### src/rtl/fi_pkg.sv
// Shared types for the fault-injection scheduler:
// fault kinds, FSM states and the LFSR step.
package fi_pkg;

  typedef enum logic [1:0] {
    FT_NONE   = 2'd0,
    FT_FLIP   = 2'd1,
    FT_STUCK0 = 2'd2,
    FT_STUCK1 = 2'd3
  } ftype_e;

  typedef enum logic [1:0] {
    ST_IDLE,
    ST_WAIT,
    ST_INJECT,
    ST_FINISH
  } state_e;

  localparam logic [15:0] LFSR_SEED = 16'hACE1;
  // x^16+x^14+x^13+x^11+1, right-shifting Galois form
  localparam logic [15:0] LFSR_TAPS = 16'hB400;

  function automatic logic [15:0] lfsr_next(
    input logic [15:0] v
  );
    return v[0] ? ((v >> 1) ^ LFSR_TAPS) : (v >> 1);
  endfunction

endpackage

### src/rtl/fi_lfsr16.sv
// 16-bit Galois LFSR used to pick random one-hot
// fault bits; steps only when advance is high.
module fi_lfsr16
  import fi_pkg::*;
(
  input  logic        clk,
  input  logic        rst_n,
  input  logic        advance,
  output logic [15:0] value
);

  logic [15:0] r_value;

  always_ff @(posedge clk) begin
    if (!rst_n)
      r_value <= LFSR_SEED;
    else if (advance)
      r_value <= lfsr_next(r_value);
  end

  assign value = r_value;

endmodule

### src/rtl/fault_inject_sched.sv
// Fault-injection campaign scheduler driving the
// register-file fault port: delay, hold, repeat.
module fault_inject_sched
  import fi_pkg::*;
#(
  parameter int WIDTH = 32,
  parameter int DEPTH = 32,
  parameter int ADDRW = $clog2(DEPTH)
) (
  input  logic             clk,
  input  logic             rst_n,
  input  logic             start,
  input  logic             abort,
  input  logic [ADDRW-1:0] cfg_addr,
  input  logic [WIDTH-1:0] cfg_mask,
  input  logic [1:0]       cfg_type,
  input  logic             cfg_rand,
  input  logic [15:0]      cfg_delay,
  input  logic [15:0]      cfg_duration,
  input  logic [7:0]       cfg_repeat,
  output logic             fault_enable,
  output logic [ADDRW-1:0] fault_addr,
  output logic [WIDTH-1:0] fault_mask,
  output logic [1:0]       fault_type,
  output logic             busy,
  output logic             done,
  output logic             err,
  output logic [7:0]       inj_count
);

  state_e           r_state;
  state_e           w_next;
  logic [ADDRW-1:0] r_addr;
  ftype_e           r_type;
  logic [WIDTH-1:0] r_cfg_mask;
  logic [WIDTH-1:0] r_mask;
  logic             r_rand;
  logic             r_err;
  logic [15:0]      r_delay;
  logic [15:0]      r_dur;
  logic [15:0]      r_cnt;
  logic [7:0]       r_rep;
  logic [7:0]       r_inj;

  logic             w_idle;
  logic             w_accept;
  logic             w_reject;
  logic             w_enter_inj;
  logic             w_enter_wait;
  logic [15:0]      w_delay;
  logic [15:0]      w_dur;
  logic             w_rand;
  logic [WIDTH-1:0] w_fmask;
  logic [WIDTH-1:0] w_onehot;
  logic [15:0]      w_lfsr;

  assign w_idle   = (r_state == ST_IDLE);
  assign w_accept = w_idle && start && !abort;
  assign w_reject = (cfg_type == FT_NONE) ||
                    (cfg_repeat == '0) ||
                    (cfg_duration == '0);

  // In the accept cycle the live cfg_* inputs apply
  assign w_delay = w_idle ? cfg_delay    : r_delay;
  assign w_dur   = w_idle ? cfg_duration : r_dur;
  assign w_rand  = w_idle ? cfg_rand     : r_rand;
  assign w_fmask = w_idle ? cfg_mask     : r_cfg_mask;

  assign w_onehot = WIDTH'(1) <<
                    (w_lfsr % 16'(WIDTH));

  fi_lfsr16 u_lfsr (
    .clk     (clk),
    .rst_n   (rst_n),
    .advance (w_enter_inj && w_rand),
    .value   (w_lfsr)
  );

  always_comb begin
    w_next       = r_state;
    w_enter_inj  = 1'b0;
    w_enter_wait = 1'b0;
    unique case (r_state)
      ST_IDLE: begin
        if (start) begin
          if (w_reject) begin
            w_next = ST_FINISH;
          end else if (cfg_delay == '0) begin
            w_next      = ST_INJECT;
            w_enter_inj = 1'b1;
          end else begin
            w_next       = ST_WAIT;
            w_enter_wait = 1'b1;
          end
        end
      end
      ST_WAIT: begin
        if (r_cnt == '0) begin
          w_next      = ST_INJECT;
          w_enter_inj = 1'b1;
        end
      end
      ST_INJECT: begin
        if (r_cnt == '0) begin
          if (r_inj < r_rep) begin
            // zero delay chains injections back to back
            if (r_delay == '0) begin
              w_enter_inj = 1'b1;
            end else begin
              w_next       = ST_WAIT;
              w_enter_wait = 1'b1;
            end
          end else begin
            w_next = ST_FINISH;
          end
        end
      end
      ST_FINISH: w_next = ST_IDLE;
      default:   w_next = ST_IDLE;
    endcase
    if (abort) begin
      w_next       = ST_IDLE;
      w_enter_inj  = 1'b0;
      w_enter_wait = 1'b0;
    end
  end

  always_ff @(posedge clk) begin
    if (!rst_n) begin
      r_state    <= ST_IDLE;
      r_addr     <= '0;
      r_type     <= FT_NONE;
      r_cfg_mask <= '0;
      r_mask     <= '0;
      r_rand     <= 1'b0;
      r_err      <= 1'b0;
      r_delay    <= '0;
      r_dur      <= '0;
      r_cnt      <= '0;
      r_rep      <= '0;
      r_inj      <= '0;
    end else begin
      r_state <= w_next;
      if (w_accept) begin
        r_addr     <= cfg_addr;
        r_type     <= ftype_e'(cfg_type);
        r_cfg_mask <= cfg_mask;
        r_rand     <= cfg_rand;
        r_delay    <= cfg_delay;
        r_dur      <= cfg_duration;
        r_rep      <= cfg_repeat;
        r_err      <= w_reject;
      end
      if (w_enter_wait)
        r_cnt <= w_delay - 16'd1;
      else if (w_enter_inj)
        r_cnt <= w_dur - 16'd1;
      else if (r_cnt != '0)
        r_cnt <= r_cnt - 16'd1;
      if (w_enter_inj)
        r_inj <= (w_accept ? 8'd0 : r_inj) + 8'd1;
      else if (w_accept)
        r_inj <= '0;
      if (w_enter_inj)
        r_mask <= w_rand ? w_onehot : w_fmask;
    end
  end

  assign fault_enable = (r_state == ST_INJECT);
  assign fault_mask   = fault_enable ? r_mask : '0;
  assign fault_addr   = r_addr;
  assign fault_type   = r_type;
  assign busy         = (r_state == ST_WAIT) ||
                        (r_state == ST_INJECT);
  assign done         = (r_state == ST_FINISH);
  assign err          = done && r_err;
  assign inj_count    = r_inj;

endmodule

### config.mk
export PLATFORM = sky130hd
export DESIGN_NAME = fault_inject_sched
export DESIGN_NICKNAME = d
export VERILOG_FILES = /design/src/rtl/fi_pkg.sv /design/src/rtl/fi_lfsr16.sv /design/src/rtl/fault_inject_sched.sv
export SDC_FILE = /design/constraint.sdc
export NUM_CORES = 1
export LEC_CHECK = 0
export CAP_MARGIN = 25
export CORE_ASPECT_RATIO = 0.75
export CORE_MARGIN = 2
export CORE_UTILIZATION = 45
export DETAILED_ROUTE_END_ITERATION = 10
export GPL_TIMING_DRIVEN = 0
export PLACE_DENSITY = 0.67
export REMOVE_ABC_BUFFERS = 1
export SLEW_MARGIN = 10
export SYNTH_ARGS = -nofsm -noshare
export SYNTH_HDL_FRONTEND = slang
export SYNTH_HIERARCHICAL = 1
export SYNTH_SLANG_ARGS = --single-unit
### constraint.sdc
create_clock -name clk -period 4.1 [get_ports clk]
set_clock_uncertainty 0.1 [all_clocks]
set_input_delay 0.615 -clock clk [delete_from_list [all_inputs] [get_ports clk]]
set_output_delay 0.615 -clock clk [all_outputs]
set_load 0.02 [all_outputs]
==> results of run 1 <==
power by group through the flow:
stage	combinational [uW]	sequential, uW	clock [uW]
5_1_grt	1250	1740	1780
3_3_place_gp	1080	1750	0
3_5_place_dp	1110	1750	0
2_1_floorplan	753	1740	0
6_report	1140	1720	1700
4_1_cts	1120	1720	1720
sequential cells by signal, summed over array words and instances (netlist names):
register	cells
r_cnt	16
r_err	1
r_cfg_mask	32
r_delay	16
r_mask	32
fault_type	2
r_state	2
r_rand	1
r_rep	8
r_dur	16
inj_count	8
fault_addr	5
u_lfsr/value	16
logic make-up after synthesis:
group | share of synthesized area
AO/OA/AOI/OAI | 0.182
XOR/XNOR | 0.0211
adder cells (fa/ha/maj) | 0.0196
buffers and inverters | 0.0456
flip-flops | 0.373
multiplexers | 0.0516
AND/OR/NAND/NOR | 0.307
synth_stat cells, types with 4 or more instances:
master	count	area (um2)
sky130_fd_sc_hd__o22a_1	6	52.6
sky130_fd_sc_hd__a2111oi_0	33	289
sky130_fd_sc_hd__nor3b_1	101	758
sky130_fd_sc_hd__buf_2	4	20.0
sky130_fd_sc_hd__nand4_1	9	56.3
sky130_fd_sc_hd__a21boi_0	81	608
sky130_fd_sc_hd__nor3_1	10	50.1
sky130_fd_sc_hd__clkbuf_1	63	236
sky130_fd_sc_hd__o21ai_0	12	60.1
sky130_fd_sc_hd__xor2_1	8	70.1
sky130_fd_sc_hd__xnor2_1	12	105
sky130_fd_sc_hd__and2_1	40	250
sky130_fd_sc_hd__nand3_1	5	25.0
sky130_fd_sc_hd__ha_1	13	163
sky130_fd_sc_hd__nand2_1	200	751
sky130_fd_sc_hd__nor2b_1	13	81.3
sky130_fd_sc_hd__inv_1	12	45.0
sky130_fd_sc_hd__a31oi_1	6	37.5
sky130_fd_sc_hd__nor4_2	6	75.1
sky130_fd_sc_hd__nor2_1	64	240
sky130_fd_sc_hd__nor2_2	4	25.0
sky130_fd_sc_hd__a21oi_1	24	120
sky130_fd_sc_hd__mux2_2	7	78.8
sky130_fd_sc_hd__nor4_1	14	87.6
sky130_fd_sc_hd__a211oi_1	6	45.0
sky130_fd_sc_hd__mux2i_1	35	350
sky130_fd_sc_hd__dfxtp_1	155	3100
stage by stage:
stage / instances / hold WS, ns / instance area [um2] / total power [uW]
after floorplan: 926 / 0.339 / 7990 / 2490
after global placement: 1307 / 0.350 / 9640 / 2830
after detailed placement: 1322 / 0.353 / 9950 / 2870
after CTS: 1356 / 0.363 / 10600 / 4570
after global routing: 1358 / 0.382 / 10600 / 4770
final: 1358 / 0.359 / 10600 / 4560
final timing paths:
check	startpoint	endpoint	slack, ns	depth (start not counted)
min	fault_addr[1]$_SDFFE_PN0P_	fault_addr[1]$_SDFFE_PN0P_	0.36	2
max reg2reg	r_state[0]$_SDFFE_PP0P_	r_cnt[7]$_SDFFE_PN0P_	0.32	15
min reg2reg	fault_addr[1]$_SDFFE_PN0P_	fault_addr[1]$_SDFFE_PN0P_	0.36	2
max	cfg_duration[0]	r_cnt[14]$_SDFFE_PN0P_	0.26	13
per-layer routing:
metal / global-route usage / wire, um / vias up
met5: 0 / 0 / -
met3: 0.0538 / 1620 / 25
met1: 0.359 / 11800 / 3580
met2: 0.354 / 9620 / 237
met4: 0.0631 / 284 / 0
li1: - / - / 3719
critical path, cell delays in order:
cell                              delay [ns]
sky130_fd_sc_hd__clkdlybuf4s50_1        0.48
sky130_fd_sc_hd__nor4_2                 0.47
sky130_fd_sc_hd__nand4_1                0.14
sky130_fd_sc_hd__buf_4                  0.19
sky130_fd_sc_hd__and4b_1                0.24
sky130_fd_sc_hd__a211o_1                0.47
sky130_fd_sc_hd__a21oi_1                0.21
sky130_fd_sc_hd__o22a_1                 0.22
sky130_fd_sc_hd__ha_1                   0.27
sky130_fd_sc_hd__nand4_4                0.17
sky130_fd_sc_hd__nor4_2                 0.35
sky130_fd_sc_hd__xnor2_1                0.16
sky130_fd_sc_hd__nor2_1                 0.05
layout make-up:
class,instances,area [um2]
Clock buffer,26,529
Clock inverter,5,104
Fill cell,1716,7660
Inverter,13,50.0
Multi-Input combinational cell,759,4920
Sequential cell,155,3100
Tap cell,247,309
Timing Repair Buffer,153,1620
what timing repair did:
item,CTS,global route
buffers inserted,2,2
pin swaps,2,2
cloned,1,0
setup endpoints to repair,10,8
gates resized for setup,0,2
==> flow_summary.yaml, run 1 <==
timing:
  timing_worst_slew_pin_value_ns: 0.938
  setup_violations: 0
  fin_crit_sh: 0.937
  worst_slack_ns: 0.258
  rsz0062_at_grt: "no"
  maxSlewViolCount: 0
  report.final.hold_viol_count: 0
  min_period_ns: 3.84
  achievable-frequency_mhz: 260
  slew-limit-headroom: 0.374
  totalNegativeSetupSlack_ns: 0
hold_path:
  min_path_type: "reg2reg"
die:
  floorplan.initialDensity: 0.455
  io_count: 135
  fp.dieArea_um2: 19600
  chipHeight_um: 122
  coreArea_um2: 18300
  die-width_um: 161
  core.rowCount: 43
detailed_routing:
  via_count: 7561
  via_per_inst: 5.57
  detail-route-antenna-nets: 0
  detail_route.first_pass.iterations: 5
  detail_route.drc_violations: 0
  drt_wl_total_um: 23300
  drt_iter0_markers: 519
  routed_wire_length_per_instance_um: 17.2
clock_tree:
  tritoncts: "yes"
  cts-buffers-inserted: 17
  clkTransAtPathRegs_ns: 0.06
  clock-root-buffer: "sky130_fd_sc_hd__clkbuf_16"
  htree_levels: 4
  cts_sinks: 155
  cts.hold.buffers_added: 0
  clockBufferDepth: 2
  later_pin_clock_latency_in_the_skew_report_ns: 0.42
job:
  max_cap_viol_count: 0
setup_path:
  critical_path.startpoint_type: "input port"
  cp_data_required_time_ns: 4.31
  arrival_ns: 4.06
  worstPathMaxFanout: 12
  capturing_element_type_of_the_critical_path: "flip-flop"
  criticalPathCategory: "in2reg"
layout:
  fin_nets: 1196
  layout.cells.most_common_list: "sky130_fd_sc_hd__nand2_1 (200), sky130_fd_sc_hd__dfxtp_1 (154), sky130_fd_sc_hd__clkdlybuf4s50_1 (132)"
  final_core_utilization: 0.581
  flow.area_growth_from_synthesis_pct: 27.8
  most_frequent_standard_cell_in_the_layout_excluding_fill_and_tap_cells: "sky130_fd_sc_hd__nand2_1"
  final_layout_size_suffix_gt1_frac: 0.0846
  diodes: 0
placed_design:
  dp.final_hpwl_um: 15600
  place_congestion: 0.876
  buffer_ports.inserted: 134
  dp_slack_ns: -0.510
yosys:
  synthArstFlopShare: 0
  post_synthesis_average_cell_area_um2: 8.30
  synth_cells: 1002
  post_synth_num_cell_types: 66
  yosys_warnings: 6
  synthesis.area_um2: 8320
  synth_seq_area_share: 0.373
  synthFlopType: "sky130_fd_sc_hd__dfxtp_1"
  number_of_flops_mapped_to_enable_cells_by_yosys: 0
  ys_seq_elements: 155
outcome:
  status: "complete, no violations"
grt:
  global_route.overflow_total: 0
  grt_max_degree: 99
  initial_antenna_violation_count: 0
  grt_first_pass_wirelength_um: 37700
  vias_in_the_first_global_route: 7077
  gr-usage-all-layers: 0.242
pwr:
  psw_uw: 1350
  worst_ir_drop_vdd_v: 0.000255
  combinationalPowerShare: 0.249
  pwr-share-seq: 0.378
  p_leak_uw: 0.00370
  p_int_uw: 3200
  clock_power_share: 0.373
  switching_share: 0.297
  power_density_nw_per_um2: 429
Power figures use the tool's default switching activity.
==> run 2, diff against run 1 <==
Settings changed: ABC_CLOCK_PERIOD_IN_PS from default to 4100, SKIP_CTS_REPAIR_TIMING from default to 1.
==> flow_summary.yaml, run 2 (synthesized netlist as in run 1, its figures left out) <==
outcome:
  status: "complete, no violations"
detailed_routing:
  drt_iter0_markers: 534
  via_per_inst: 5.56
  routed_wire_length_per_instance_um: 17.2
  via_count: 7555
  drt_wl_total_um: 23400
  detail_route.first_pass.iterations: 5
  detail-route-antenna-nets: 0
  detail_route.drc_violations: 0
timing:
  fin_crit_sh: 0.932
  achievable-frequency_mhz: 262
  report.final.hold_viol_count: 0
  rsz0062_at_grt: "no"
  setup_violations: 0
  worst_slack_ns: 0.279
  final_hold_slack_ns: 0.359
  maxSlewViolCount: 0
  totalNegativeSetupSlack_ns: 0
  timing_worst_slew_pin_value_ns: 0.937
  slew-limit-headroom: 0.374
  min_period_ns: 3.82
grt:
  grt_max_degree: 99
  vias_in_the_first_global_route: 7057
  initial_antenna_violation_count: 0
  grt_first_pass_wirelength_um: 37400
  global_route.overflow_total: 0
  gr-usage-all-layers: 0.240
layout:
  fill_cell_count: 1713
  final-seq-area_um2: 3100
  most_frequent_standard_cell_in_the_layout_excluding_fill_and_tap_cells: "sky130_fd_sc_hd__nand2_1"
  final_core_utilization: 0.581
  reg.largest.list: "r_cfg_mask x32, r_mask x32"
  flow.area_growth_from_synthesis_pct: 27.8
  layout.cells.most_common_list: "sky130_fd_sc_hd__nand2_1 (200), sky130_fd_sc_hd__dfxtp_1 (154), sky130_fd_sc_hd__clkdlybuf4s50_1 (132)"
  diodes: 0
  multi_input_area_um2: 4920
  final_layout_size_suffix_gt1_frac: 0.0846
  fin_nets: 1196
hold_path:
  min_path_type: "reg2reg"
  timing.hold.worst.start: "fault_addr[1]$_SDFFE_PN0P_"
  worstHoldEndpoint: "fault_addr[1]$_SDFFE_PN0P_"
  holdPathStages: 2
setup_path:
  critical_path.max_stage_delay_ns: 0.34
  capturing_element_type_of_the_critical_path: "flip-flop"
  rr_endpoint: "r_cnt[7]$_SDFFE_PN0P_"
  path_common_cell: "sky130_fd_sc_hd__nand4_1"
  critPathSlowestCell: "sky130_fd_sc_hd__dfxtp_1"
  rr_worst_depth: 15
  arrival_ns: 4.04
  critical_path.reg2reg.startpoint: "r_state[0]$_SDFFE_PP0P_"
  minimum_setup_slack_among_reg_to_reg_paths_ns: 0.28
  worstPathMaxFanout: 55
  critical_path.startpoint_type: "flip-flop"
  crit_chain: "inv_1 -> ha_4 -> buf_16 -> nand2_1 -> nor2_4 -> buf_12 -> nand4_1 -> a21boi_2 -> buf_8 -> o21ai_0 -> o22a_1 -> nand4_1 -> nor2_1 -> a31oi_1 -> o21ba_2"
  cp_data_required_time_ns: 4.32
  criticalPathCategory: "reg2reg"
clock_tree:
  tritoncts: "yes"
  clock-root-buffer: "sky130_fd_sc_hd__clkbuf_16"
  later_pin_clock_latency_in_the_skew_report_ns: 0.42
  clockBufferDepth: 2
  cts_sinks: 155
  clkTransAtPathRegs_ns: 0.06
  cts-buffers-inserted: 17
  htree_levels: 4
die:
  core.rowCount: 43
  io_count: 135
  die-width_um: 161
  fp.dieArea_um2: 19600
  coreArea_um2: 18300
  floorplan.initialDensity: 0.455
  chipHeight_um: 122
pwr:
  power_density_nw_per_um2: 429
  worst_ir_drop_vdd_v: 0.000255
  p_total_uw: 4560
  p_leak_uw: 0.00370
placed_design:
  dp_slack_ns: -0.510
  buffer_ports.inserted: 134
  dp.final_hpwl_um: 15600
  place_congestion: 0.876
job:
  max_cap_viol_count: 0
==> run 2: cell counts in the layout (fill, tap and decap cells not counted) <==
Identical to the previous run, type by type.
==> run 2: metrics by stage <==
| step | instances | cell area [um2] |
|---|---|---|
| 4_1_cts | 1353 | 10600 |
| 5_1_grt | 1358 | 10600 |
| 6_report | 1358 | 10600 |
| 3_3_place_gp | 1307 | 9640 |
| 3_5_place_dp | 1322 | 9950 |
| 2_1_floorplan | 926 | 7990 |
==> run 2: worst max path at each step <==
stage                       startpoint                      to  slack, ns  cells after the start
3_3_place_gp   r_state[0]$_SDFFE_PP0P_  r_cnt[12]$_SDFFE_PN0P_      -6.69                     13
3_5_place_dp           cfg_duration[0]  r_cnt[15]$_SDFFE_PN0P_      -0.51                     12
2_1_floorplan  r_state[0]$_SDFFE_PP0P_  r_cnt[12]$_SDFFE_PN0P_      -3.15                     13
5_1_grt        r_state[0]$_SDFFE_PP0P_  r_cnt[14]$_SDFFE_PN0P_       0.03                     15
6_report       r_state[0]$_SDFFE_PP0P_   r_cnt[7]$_SDFFE_PN0P_       0.28                     15
4_1_cts        r_state[0]$_SDFFE_PP0P_   r_cnt[7]$_SDFFE_PN0P_      -0.16                     15
==> run 2: power by group <==
part	internal [uW]	leakage (uW)	switching [uW]
Combinational	499	0.00213	636
Sequential	1630	0.00126	89.0
Clock	1070	0.000313	627
==> run 2: final cells by class <==
cell class	count	area share
clock buffer	26	0.0498
clock inverter	5	0.00977
multi-input combinational	759	0.462
timing repair buffer	153	0.152
sequential	155	0.292
inverter	13	0.00471
tap	247	0.0291
==> run 2: critical path, delay by kind of cell, from the launching register on <==
family / cells / cell delay, ns
simple gates: 5 / 1.10
fa+ha+maj: 1 / 0.32
flops: 1 / 0.34
buf+inv: 4 / 0.87
compound gates: 5 / 0.98
==> run 2: routing by layer <==
metal | share of wire | vias to the layer above | GRT usage | routed length [um]
li1 | - | 3719 | - | -
met1 | 0.51 | 3585 | 0.353 | 11800
met2 | 0.41 | 227 | 0.354 | 9660
met3 | 0.067 | 24 | 0.0535 | 1560
met4 | 0.013 | 0 | 0.0603 | 294
met5 | 0 | - | 0 | 0
==> run 3, diff against run 2 <==
Settings changed: CORE_UTILIZATION 45 to 36, PLACE_DENSITY 0.67 to default, SETUP_SLACK_MARGIN from default to 0.05.
==> flow_summary.yaml, run 3 (synthesized netlist as in run 1, its figures left out) <==
timing:
  min_period_ns: 3.87
  fin_crit_sh: 0.945
  achievable-frequency_mhz: 258
  timing_worst_slew_pin_value_ns: 0.890
  report.final.hold_viol_count: 0
  slew-limit-headroom: 0.392
  maxSlewViolCount: 0
  final_hold_slack_ns: 0.358
  rsz0062_at_grt: "no"
  totalNegativeSetupSlack_ns: 0
  setup_violations: 0
layout:
  reg.largest.list: "r_cfg_mask x32, r_mask x32"
  final_cell_area_um2: 10800
  final_layout_size_suffix_gt1_frac: 0.0863
  diodes: 0
  flow.area_growth_from_synthesis_pct: 29.7
  fill_cell_count: 2287
  final_core_utilization: 0.473
  multi_input_area_um2: 4940
  final_cell_count_no_fill: 1412
  layout.cells.most_common_list: "sky130_fd_sc_hd__nand2_1 (200), sky130_fd_sc_hd__dfxtp_1 (154), sky130_fd_sc_hd__clkdlybuf4s50_1 (132)"
  fin_nets: 1196
  final-seq-area_um2: 3100
  most_frequent_standard_cell_in_the_layout_excluding_fill_and_tap_cells: "sky130_fd_sc_hd__nand2_1"
setup_path:
  startpoint: "cfg_duration[0]"
  critical_path.startpoint_type: "input port"
  worstPathMaxFanout: 21
  critPathSlowestCell: "sky130_fd_sc_hd__o31ai_2"
  critical_path.max_stage_delay_ns: 0.70
  criticalPathCategory: "in2reg"
  arrival_ns: 4.09
  crit_end: "r_cnt[15]$_SDFFE_PN0P_"
  capturing_element_type_of_the_critical_path: "flip-flop"
  rr_endpoint: "r_cnt[12]$_SDFFE_PN0P_"
  critical_path.reg2reg.startpoint: "r_state[1]$_SDFFE_PP0P_"
  crit_chain: "clkdlybuf4s50_1 -> nor4_2 -> nand4_1 -> and4b_1 -> a211oi_2 -> nor2_4 -> o31ai_2 -> nand2b_1 -> a21oi_1 -> a31o_1"
  rr_worst_depth: 16
  cp_data_required_time_ns: 4.32
  minimum_setup_slack_among_reg_to_reg_paths_ns: 0.26
clock_tree:
  tritoncts: "yes"
  clock-root-buffer: "sky130_fd_sc_hd__clkbuf_16"
  htree_levels: 4
  cts_sinks: 155
  cts-buffers-inserted: 17
  later_pin_clock_latency_in_the_skew_report_ns: 0.43
  clockBufferDepth: 2
  clkTransAtPathRegs_ns: 0.06
grt:
  global_route.overflow_total: 0
  vias_in_the_first_global_route: 6905
  initial_antenna_violation_count: 1
  grt_max_degree: 89
  grt_first_pass_wirelength_um: 38000
  gr-usage-all-layers: 0.196
pwr:
  worst_ir_drop_vdd_v: 0.000281
  power_density_nw_per_um2: 433
  p_leak_uw: 0.00374
detailed_routing:
  via_per_inst: 5.35
  drt_iter0_markers: 654
  drt_wl_total_um: 24600
  routed_wire_length_per_instance_um: 17.4
  detail-route-antenna-nets: 0
  detail_route.drc_violations: 0
  via_count: 7549
  detail_route.first_pass.iterations: 5
placed_design:
  dp.final_hpwl_um: 16200
  place_congestion: 0.835
  dpl_cell_area_um2: 10000
  dp.cells: 1374
  buffer_ports.inserted: 134
die:
  chipHeight_um: 136
  coreArea_um2: 22800
  die-width_um: 180
  core.rowCount: 48
  fp.dieArea_um2: 24300
  floorplan.initialDensity: 0.364
  io_count: 135
hold_path:
  min_path_type: "reg2reg"
outcome:
  status: "complete, no violations"
job:
  max_cap_viol_count: 0
[run 3: changes by cell type in the layout (fill, tap and decap cells not counted), moves of 2 or more]
cell                        change
sky130_fd_sc_hd__buf_4          -3
sky130_fd_sc_hd__clkbuf_8       -3
sky130_fd_sc_hd__buf_12         -2
sky130_fd_sc_hd__buf_16         +2
sky130_fd_sc_hd__bufinv_16      +2
sky130_fd_sc_hd__inv_6          +2
[run 3: routing by layer]
layer | wire [um] | GRT usage | part of all wire
met2 | 10000 | 0.279 | 0.41
met5 | 0 | 0 | 0
met3 | 1490 | 0.0500 | 0.061
met4 | 263 | 0.0497 | 0.011
met1 | 12800 | 0.291 | 0.52
[run 3: how the worst min path moves through the flow]
stage	startpoint	slack, ns	cells past startpoint	end
after CTS	r_cfg_mask[12]$_SDFFE_PN0P_	0.36	2	r_cfg_mask[12]$_SDFFE_PN0P_
after global routing	r_rep[0]$_SDFFE_PN0P_	0.38	2	r_rep[0]$_SDFFE_PN0P_
after floorplan	r_cfg_mask[0]$_SDFFE_PN0P_	0.34	2	r_cfg_mask[0]$_SDFFE_PN0P_
final	r_rep[0]$_SDFFE_PN0P_	0.36	2	r_rep[0]$_SDFFE_PN0P_
after detailed placement	r_cfg_mask[12]$_SDFFE_PN0P_	0.35	2	r_cfg_mask[12]$_SDFFE_PN0P_
after global placement	r_cfg_mask[14]$_SDFFE_PN0P_	0.35	2	r_cfg_mask[14]$_SDFFE_PN0P_
[run 3: layout make-up]
class / instances / area share
Multi-Input combinational cell: 759 / 0.458
Sequential cell: 155 / 0.288
Clock buffer: 22 / 0.0440
Timing Repair Buffer: 153 / 0.154
Tap cell: 300 / 0.0348
Clock inverter: 10 / 0.0172
Inverter: 13 / 0.00464
[run 3: report_power, final]
part | switching (uW) | internal, uW
Combinational | 658 | 508
Sequential | 89.8 | 1630
Clock | 651 | 1130
[run 3: metrics by stage]
stage	total power [uW]	setup slack [ns]
global placement	2850	-7.21
CTS	4670	-0.276
finish	4670	0.227
global route	4890	0.0374
detailed placement	2880	-0.436
floorplan	2490	-3.15
[run 3: worst max-delay path: cells and delay by family]
kind | cells | cell delay, ns
buffers and inverters | 1 | 0.47
and+or+nand+nor | 5 | 1.48
AOI/OAI and AO/OA | 4 | 1.50
